`config.mk`:
```
export PLATFORM = sky130hd
export DESIGN_NAME = fincfdec_pulse_shaper_flat
export DESIGN_NICKNAME = d
export VERILOG_FILES = /design/src/rtl/fincfdec_pulse_shaper_if.sv /design/src/rtl/fincfdec_pulse_shaper.sv /design/src/flat_wrapper.sv
export SDC_FILE = /design/constraint.sdc
export NUM_CORES = 1
export LEC_CHECK = 0
export ABC_AREA = 1
export CORE_MARGIN = 1.5
export CORE_UTILIZATION = 55
export CTS_BUF_LIST = sky130_fd_sc_hd__clkbuf_4 sky130_fd_sc_hd__clkbuf_8 sky130_fd_sc_hd__clkbuf_16
export CTS_CLUSTER_DIAMETER = 100
export DETAILED_ROUTE_END_ITERATION = 10
export PLACE_DENSITY = 0.84
export SYNTH_ARGS = -nofsm -noshare
export SYNTH_HDL_FRONTEND = slang
export SYNTH_SLANG_ARGS = --single-unit
export TNS_END_PERCENT = 1
```
`constraint.sdc`:
```
create_clock -name clk -period 5.26 [get_ports clk]
set_clock_uncertainty 0.05 [all_clocks]
set_input_delay 1.052 -clock clk [delete_from_list [all_inputs] [get_ports clk]]
set_output_delay 1.052 -clock clk [all_outputs]
set_load 0.005 [all_outputs]
```
`src/rtl/fincfdec_pulse_shaper_if.sv`:
```
// fincfdec_pulse_shaper_if: request inputs and pin/status outputs of one FINC/FDEC pulse shaper
interface fincfdec_pulse_shaper_if #(parameter int PEND_W = 8, parameter int CNT_W = 16);
    logic              inc_req;
    logic              dec_req;
    logic              clear_overflow;
    logic              finc_pin;
    logic              fdec_pin;
    logic              busy;
    logic [PEND_W-1:0] pending;
    logic              overflow_sticky;
    logic [CNT_W-1:0]  inc_count;
    logic [CNT_W-1:0]  dec_count;
    modport master (
        output inc_req, dec_req, clear_overflow,
        input  finc_pin, fdec_pin, busy, pending, overflow_sticky, inc_count, dec_count
    );
    modport slave (
        input  inc_req, dec_req, clear_overflow,
        output finc_pin, fdec_pin, busy, pending, overflow_sticky, inc_count, dec_count
    );
endinterface

```
`src/rtl/fincfdec_pulse_shaper.sv`:
```
// fincfdec_pulse_shaper: accumulates FINC/FDEC requests as a signed backlog and replays them
// as pin pulses honouring the clock generator's minimum high time and inter-update gap.
module fincfdec_pulse_shaper #(
    parameter int PULSE_CYCLES   = 8,
    parameter int HOLDOFF_CYCLES = 64,
    parameter int PEND_W         = 8,
    parameter int CNT_W          = 16
) (
    input logic clk,
    input logic rst_n,
    fincfdec_pulse_shaper_if.slave bus
);
    localparam int TMAX = (PULSE_CYCLES > HOLDOFF_CYCLES) ? PULSE_CYCLES : HOLDOFF_CYCLES;
    localparam int TW = $clog2(TMAX) + 1;
    localparam logic signed [PEND_W:0] ONE = 1;
    localparam logic signed [PEND_W:0] LIM = (PEND_W+1)'((1 << (PEND_W-1)) - 1);

    typedef enum logic [1:0] {IDLE, PULSE, HOLDOFF} state_t;

    state_t state, stateNext;
    logic [TW-1:0] timer, timerNext;
    logic dirInc, dirIncNext, launch, drop;
    logic fincPin, fdecPin, overflow;
    logic [PEND_W-1:0] pending, pendingNext;
    logic signed [PEND_W:0] launchTerm, deltaTerm, afterLaunch, sum;
    logic [CNT_W-1:0] incCount, decCount;

    always_comb begin
        stateNext  = state;
        timerNext  = timer;
        dirIncNext = dirInc;
        launch     = 1'b0;
        case (state)
            IDLE: if (pending != '0) begin
                launch     = 1'b1;
                dirIncNext = !pending[PEND_W-1];
                stateNext  = PULSE;
                timerNext  = TW'(PULSE_CYCLES - 1);
            end
            PULSE: if (timer == '0) begin
                stateNext = HOLDOFF;
                timerNext = TW'(HOLDOFF_CYCLES - 1);
            end else timerNext = timer - 1'b1;
            HOLDOFF: if (timer == '0) stateNext = IDLE;
                     else timerNext = timer - 1'b1;
            default: stateNext = IDLE;
        endcase
    end

    // The launch is subtracted before the request is added, so a launch can make room for it.
    assign launchTerm  = !launch ? '0 : dirIncNext ? ONE : -ONE;
    assign deltaTerm   = (bus.inc_req == bus.dec_req) ? '0 : bus.inc_req ? ONE : -ONE;
    assign afterLaunch = $signed({pending[PEND_W-1], pending}) - launchTerm;
    assign sum         = afterLaunch + deltaTerm;
    assign drop        = (sum > LIM) || (sum < -LIM);
    assign pendingNext = drop ? afterLaunch[PEND_W-1:0] : sum[PEND_W-1:0];

    always_ff @(posedge clk or negedge rst_n) begin
        if (!rst_n) begin
            state    <= IDLE;
            timer    <= '0;
            dirInc   <= 1'b0;
            pending  <= '0;
            overflow <= 1'b0;
            fincPin  <= 1'b0;
            fdecPin  <= 1'b0;
            incCount <= '0;
            decCount <= '0;
        end else begin
            state    <= stateNext;
            timer    <= timerNext;
            dirInc   <= dirIncNext;
            pending  <= pendingNext;
            overflow <= drop | (overflow & ~bus.clear_overflow);
            fincPin  <= (stateNext == PULSE) && dirIncNext;
            fdecPin  <= (stateNext == PULSE) && !dirIncNext;
            if (launch && dirIncNext) incCount <= incCount + 1'b1;
            if (launch && !dirIncNext) decCount <= decCount + 1'b1;
        end
    end

    assign bus.finc_pin        = fincPin;
    assign bus.fdec_pin        = fdecPin;
    assign bus.busy            = state != IDLE;
    assign bus.pending         = pending;
    assign bus.overflow_sticky = overflow;
    assign bus.inc_count       = incCount;
    assign bus.dec_count       = decCount;
endmodule

```
`src/flat_wrapper.sv`:
```
// flat-port wrapper written by rule: the top's interface ports become plain ports
module fincfdec_pulse_shaper_flat 
#(
    parameter int PULSE_CYCLES   = 8,
    parameter int HOLDOFF_CYCLES = 64,
    parameter int PEND_W         = 8,
    parameter int CNT_W          = 16
)
  (clk, rst_n, bus_inc_req, bus_dec_req, bus_clear_overflow, bus_finc_pin, bus_fdec_pin, bus_busy, bus_pending, bus_overflow_sticky, bus_inc_count, bus_dec_count);
  fincfdec_pulse_shaper_if #(.PEND_W(PEND_W), .CNT_W(CNT_W)) bus_i ();
  input logic clk;
  input logic rst_n;
  input wire logic [$bits(bus_i.inc_req)-1:0] bus_inc_req;
  input wire logic [$bits(bus_i.dec_req)-1:0] bus_dec_req;
  input wire logic [$bits(bus_i.clear_overflow)-1:0] bus_clear_overflow;
  output wire logic [$bits(bus_i.finc_pin)-1:0] bus_finc_pin;
  output wire logic [$bits(bus_i.fdec_pin)-1:0] bus_fdec_pin;
  output wire logic [$bits(bus_i.busy)-1:0] bus_busy;
  output wire logic [$bits(bus_i.pending)-1:0] bus_pending;
  output wire logic [$bits(bus_i.overflow_sticky)-1:0] bus_overflow_sticky;
  output wire logic [$bits(bus_i.inc_count)-1:0] bus_inc_count;
  output wire logic [$bits(bus_i.dec_count)-1:0] bus_dec_count;
  assign bus_i.inc_req = bus_inc_req;
  assign bus_i.dec_req = bus_dec_req;
  assign bus_i.clear_overflow = bus_clear_overflow;
  assign bus_finc_pin = bus_i.finc_pin;
  assign bus_fdec_pin = bus_i.fdec_pin;
  assign bus_busy = bus_i.busy;
  assign bus_pending = bus_i.pending;
  assign bus_overflow_sticky = bus_i.overflow_sticky;
  assign bus_inc_count = bus_i.inc_count;
  assign bus_dec_count = bus_i.dec_count;
  fincfdec_pulse_shaper #(.PULSE_CYCLES(PULSE_CYCLES), .HOLDOFF_CYCLES(HOLDOFF_CYCLES), .PEND_W(PEND_W), .CNT_W(CNT_W)) u_core (.clk(clk), .rst_n(rst_n), .bus(bus_i));
endmodule
```
Word-level counts from Yosys, hierarchy flattened --
Index checks and enable logic that the tools add are counted.
Storage, ports and cells: bits in registers 53, input port bits 5
Cells by class: add/sub/neg operators 5, $lt $le $gt $ge 2, eq/ne operators 6, muxes and demuxes 17, bitwise gates (word level) 3, reduce and logical (&&, ||, !) cells 13
Operators with widths (number):
- 9-bit two-way mux | 4
- 16-bit by 1-bit adder with 16-bit output (second input constant) | 2
- 7-bit two-way mux | 3
- 7-bit case mux with 3 select lines | 1
- 9-bit adder | 1
- 9-bit by 8-bit greater-than comparator with 1-bit output (second input constant) | 1
- 9-bit by 8-bit less-than comparator with 1-bit output (second input constant) | 1
- 8-bit by 9-bit subtractor with 9-bit output | 1
- 8-bit two-way mux | 1
- 8-bit nonzero test | 1
- 7-bit logical NOT | 1
- 7-bit by 1-bit subtractor with 7-bit output (second input constant) | 1
- 2-bit two-way mux | 3
- 2-bit case mux with 3 select lines | 1
- 2-bit by 1-bit equality test with 1-bit output (second input constant) | 2
- 1-bit logical AND | 4
- 1-bit two-way mux | 4
- 3-bit AND reduction | 1
- 3-bit nonzero test | 1
- 2-bit equality test (second input constant) | 1
- 1-bit logical NOT | 2
- 2-bit logical NOT | 1
- 2-bit by 1-bit != test with 1-bit output (second input constant) | 1
- 2-bit != test (second input constant) | 1
- 6 further kinds | 6

Longest topological paths before layout --
depth in word-level cells 10, depth in mapped cells 27, gate-level depth less buffers 27

Worst setup path before layout --
Ideal clock, no wire load.
kind register to register, start register u_core.state[0], end register u_core.pending[3], in the netlist u_core.bus.pending[3], library setup time 118 ps, arrival time 3288 ps, data required time 5092 ps, path slack 1804 ps, cell stages (with the launch flop) 25, clock period less this slack 3456 ps, cell sequence dfrtp_1 -> inv_1 -> ha_1 -> nand2_1 -> ha_1 -> a21oi_1 -> nand2_1 -> nand2_1 -> nand2_1 -> nand2_1 -> nand2_1 -> xnor2_1 -> inv_1 -> ha_1 -> a21oi_1 -> o21ai_0 -> a21o_1 -> nand3_2 -> nand2_1 -> nand2_2 -> nand2_2 -> nand2_2 -> nand3_2 -> nand3_1 -> nand2_1
On the way: longest elaborated chain between the ends 9, elaborated cells on any way between the ends 11, those cells by class add/sub: 2; order compare: 2; mux: 5; reduce/logical: 2
RTL lines:
- start: declaration | RTL line fincfdec_pulse_shaper.sv:20 | state_t state, stateNext;
- start signal: assignment | RTL line fincfdec_pulse_shaper.sv:70 | state <= stateNext;
- 2-bit logical NOT * | RTL line fincfdec_pulse_shaper.sv:33 | case (state)
- 1-bit two-way mux | RTL line fincfdec_pulse_shaper.sv:33
- 9-bit two-way mux | RTL line fincfdec_pulse_shaper.sv:51 | assign launchTerm = !launch ? '0 : dirIncNext ? ONE : -ONE;
- 9-bit two-way mux * | RTL line fincfdec_pulse_shaper.sv:51
- 8-bit by 9-bit subtractor with 9-bit output * | RTL line fincfdec_pulse_shaper.sv:53 | assign afterLaunch = $signed({pending[PEND_W-1], pending}) - launchTerm;
- 9-bit adder | RTL line fincfdec_pulse_shaper.sv:54 | assign sum = afterLaunch + deltaTerm;
- 9-bit by 8-bit greater-than comparator with 1-bit output / 9-bit by 8-bit less-than comparator with 1-bit output (equally long branches) | RTL line fincfdec_pulse_shaper.sv:55 | assign drop = (sum > LIM) || (sum < -LIM);
- 1-bit logical OR | RTL line fincfdec_pulse_shaper.sv:55
- 8-bit two-way mux * | RTL line fincfdec_pulse_shaper.sv:56 | assign pendingNext = drop ? afterLaunch[PEND_W-1:0] : sum[PEND_W-1:0];
- net u_core.pendingNext[3] | RTL line fincfdec_pulse_shaper.sv:24 | logic [PEND_W-1:0] pending, pendingNext;
- end signal: assignment | RTL line fincfdec_pulse_shaper.sv:73 | pending <= pendingNext;
- end: declaration | RTL line fincfdec_pulse_shaper.sv:24
The timed path passes the listed nets; every way through them passes the cells marked *. A chain may end at the register's enable or synchronous reset.

Final worst setup path --
start register u_core.state[0], end register u_core.pending[4], in the netlist u_core.bus.pending[4]
Same word-level chain as after synthesis.

==> flow_metrics.env <==
export IMPL_status="finished clean"
export IMPL_start_util_pct=56.8
export IMPL_grt_pass1_wl_mm=11.8
export IMPL_ys_top_cells_by_count="77 x nand2_1, 53 x dfrtp_1, 52 x inv_1"
export IMPL_grt_pass1_vias=2691
export IMPL_crit_required_ps=5410
export IMPL_gp_congestion=0.835
export IMPL_antenna_diode_count=0
export IMPL_critPathLaunch="u_core.state[0]"
export IMPL_clockBufferDepth=2
export IMPL_yosysSeqAreaShare_pct=39.7
export IMPL_synthArstFlopShare_pct=100
export IMPL_rr_startpoint="u_core.state[0]"
export IMPL_cpLargestDelayFamily="simple AND/OR/NAND/NOR gates"
export IMPL_synth_ff_type="dfrtp_1"
export IMPL_synth_edff_count=0
export IMPL_hold_viol_final=0
export IMPL_crit_path_end="u_core.bus.pending[4]"
export IMPL_dieArea_sq_um=6550
export IMPL_clock_latency_ps=320
export IMPL_cp_max_fo=15
export IMPL_routed_wl_mm=6.91
export IMPL_routed_via_count=2766
export IMPL_drtIter0Drc=84
export IMPL_cts_sinks=53
export IMPL_cap_violations=0
export IMPL_hold_path_class="reg -> reg"
export IMPL_cts_tree="done"
export IMPL_port_buffers=48
export IMPL_end_kind="flip-flop"
export IMPL_netlist_area_leader_share_pct=39.7
export IMPL_via_per_inst=5.29
export IMPL_clkSlewWorstSetupHoldPaths_ps=110
export IMPL_syn_area_per_cell_sq_um=8.55
export IMPL_antenna_found_initial=0
export IMPL_crit_slowest_cell="ha_1"
export IMPL_path_buf_inv=2
export IMPL_overflow=0
export IMPL_synthesis_nets=422
export IMPL_ant_nets=0
export IMPL_fmax_mhz=244
export IMPL_rrSetupSlack_ps=1160
export IMPL_rsz0062_at_grt="no"
export IMPL_drive_above_1_share_pct=9.38
export IMPL_synth_area_leaders="dfrtp_1 40%, ha_1 9.0%, nand2_1 8.6%"
export IMPL_gr_usage_all_layers_pct=23.0
export IMPL_hp_start="u_core.bus.inc_count[15]"
export IMPL_path_cells="inv_1 -> ha_1 -> nand2_1 -> ha_1 -> a21oi_1 -> nand2_1 -> nand2_1 -> nand2_1 -> nand2_1 -> nand2_1 -> xnor2_1 -> inv_1 -> ha_1 -> a21oi_1 -> o21ai_0 -> a21o_1 -> nand3_2 -> nand2_1 -> nand2_2 -> nand2_2 -> nand2_2 -> nand3_2 -> nand3_1 -> nand2_1"
export IMPL_worstSetupPathDepth=24
export IMPL_post_cts_buffers=0
export IMPL_syn_inst=391
export IMPL_cts_root_buffer="clkbuf_8"
export IMPL_first_pass_iters=4
export IMPL_route_detailed_drc=0
export IMPL_synthToLayoutAreaGrowth_pct=20.6
export IMPL_nNetsFinal=478
export IMPL_cts_hold_buf=0
export IMPL_grt_max_degree=54
export IMPL_rows=28
export IMPL_cts_made_buffers=5
export IMPL_worstReg2RegEnd="u_core.bus.pending[4]"
export IMPL_period_minus_slack_ps=4100
export IMPL_pin_count=49
export IMPL_wire_per_inst_microns=13.2
export IMPL_finalCritPeriodShare_pct=77.9
export IMPL_cp_data_arrival_time_ps=4240
export IMPL_start_kind="flip-flop"
export IMPL_maxSlewViolCount=0
export IMPL_synth_most_common_cell="nand2_1"
export IMPL_yosys_area_top_type="dfrtp_1"
export IMPL_tns_ps=0
export IMPL_setup_violations=0
export IMPL_slew_headroom_pct=56.3
export IMPL_dpl_hpwl_mm=5.34
export IMPL_critical_path_max_stage_delay_ps=510
export IMPL_crit_type="reg -> reg"
export IMPL_die_h_microns=81.0
export IMPL_reg2regPathDepth=24
export IMPL_synth_cell_types=38
export IMPL_crit_top_cell="nand2_1"
export IMPL_tightestPinTransition_ps=656
export IMPL_fillers=463
export IMPL_cts_max_level=2
export IMPL_yosys_register_bits=53
export IMPL_ys_warn_count=0
export IMPL_core_area_sq_um=5890
export IMPL_die_w_microns=81.0
export IMPL_netlist_area_sq_um=3340
export IMPL_ctsResizeCount=0
-- worst reg2reg max path, cell delays in order, from the launching register on --
cell and delay (ps):
dfrtp_1 440, inv_1 120, ha_1 230, nand2_1 390, ha_1 510, a21oi_1 150, nand2_1 100, nand2_1 70
nand2_1 50, nand2_1 50, nand2_1 70, xnor2_1 150, inv_1 100, ha_1 330, a21oi_1 150, o21ai_0 100
a21o_1 180, nand3_2 80, nand2_1 60, nand2_2 90, nand2_2 70, nand2_2 70, nand3_2 150, nand3_1 140
nand2_1 60
-- metrics by stage --
stage	hold slack, ps	worst slack, ps	instance area (sq um)	instances	util (%)
after floorplan	415	1800	3340	391	-
after global placement	406	1390	3920	515	66.6
after detailed placement	414	1250	3920	515	66.6
after CTS	431	1180	4030	523	68.5
after global routing	440	731	4030	523	68.5
final	425	1160	4030	523	68.5
-- cell type report --
cell class | instances | area [sq um] | share of cell area, %
Inverter | 56 | 210 | 5.21
Timing Repair Buffer | 49 | 483 | 12.0
Tap cell | 75 | 93.8 | 2.33
Clock inverter | 3 | 43.8 | 1.09
Sequential cell | 53 | 1330 | 32.9
Clock buffer | 5 | 68.8 | 1.71
Multi-Input combinational cell | 282 | 1810 | 44.8
-- sequential cells by signal (all words and copies together) (netlist names) --
name and cells:
u_core.bus.dec_count 16, u_core.bus.fdec_pin 1, u_core.bus.finc_pin 1, u_core.bus.inc_count 16
u_core.bus.overflow_sticky 1, u_core.bus.pending 8, u_core.dirInc 1, u_core.state 2
u_core.timer 7
-- cell families (layout without fill, tap and decap cells) --
kind of cell,after synthesis,in the layout,share of synthesized area [%]
compound gates,33,33,5.73
xor+xnor,39,39,10.2
fa+ha+maj,26,26,10.2
buf+inv,56,113,6.29
flops,53,53,39.7
simple gates,184,184,27.9
-- routing by layer --
metal / part of all wire (%) / GRT usage [%] / vias up
met2: 50 / 39.7 / 80
li1: - / - / 1374
met3: 4.6 / 4.72 / 12
met5: 0 / 0 / -
met4: 1.6 / 7.41 / 0
met1: 44 / 28.7 / 1300
-- placed cells by master, fill, tap and decap left out, types with 12 or more instances in the layout --
cell type and count:
a21oi_1 12, clkdlybuf4s50_1 47, dfrtp_1 53, ha_1 24, inv_1 52, nand2_1 77
nand3_1 27, nor2_1 34, xnor2_1 16, xor2_1 23
-- how the worst min path moves through the flow --
stage	slack (ps)	cells past startpoint	endpoint
floorplan	410	1	u_core.bus.inc_count[15]
global placement	410	1	u_core.bus.inc_count[15]
detailed placement	410	1	u_core.bus.inc_count[15]
CTS	430	1	u_core.bus.inc_count[15]
global route	440	1	u_core.bus.dec_count[15]
finish	420	1	u_core.bus.inc_count[15]
Power is left out: the tool's default activity adds up to more than one toggle a clock period on the data nets, which glitch-free logic cannot reach.
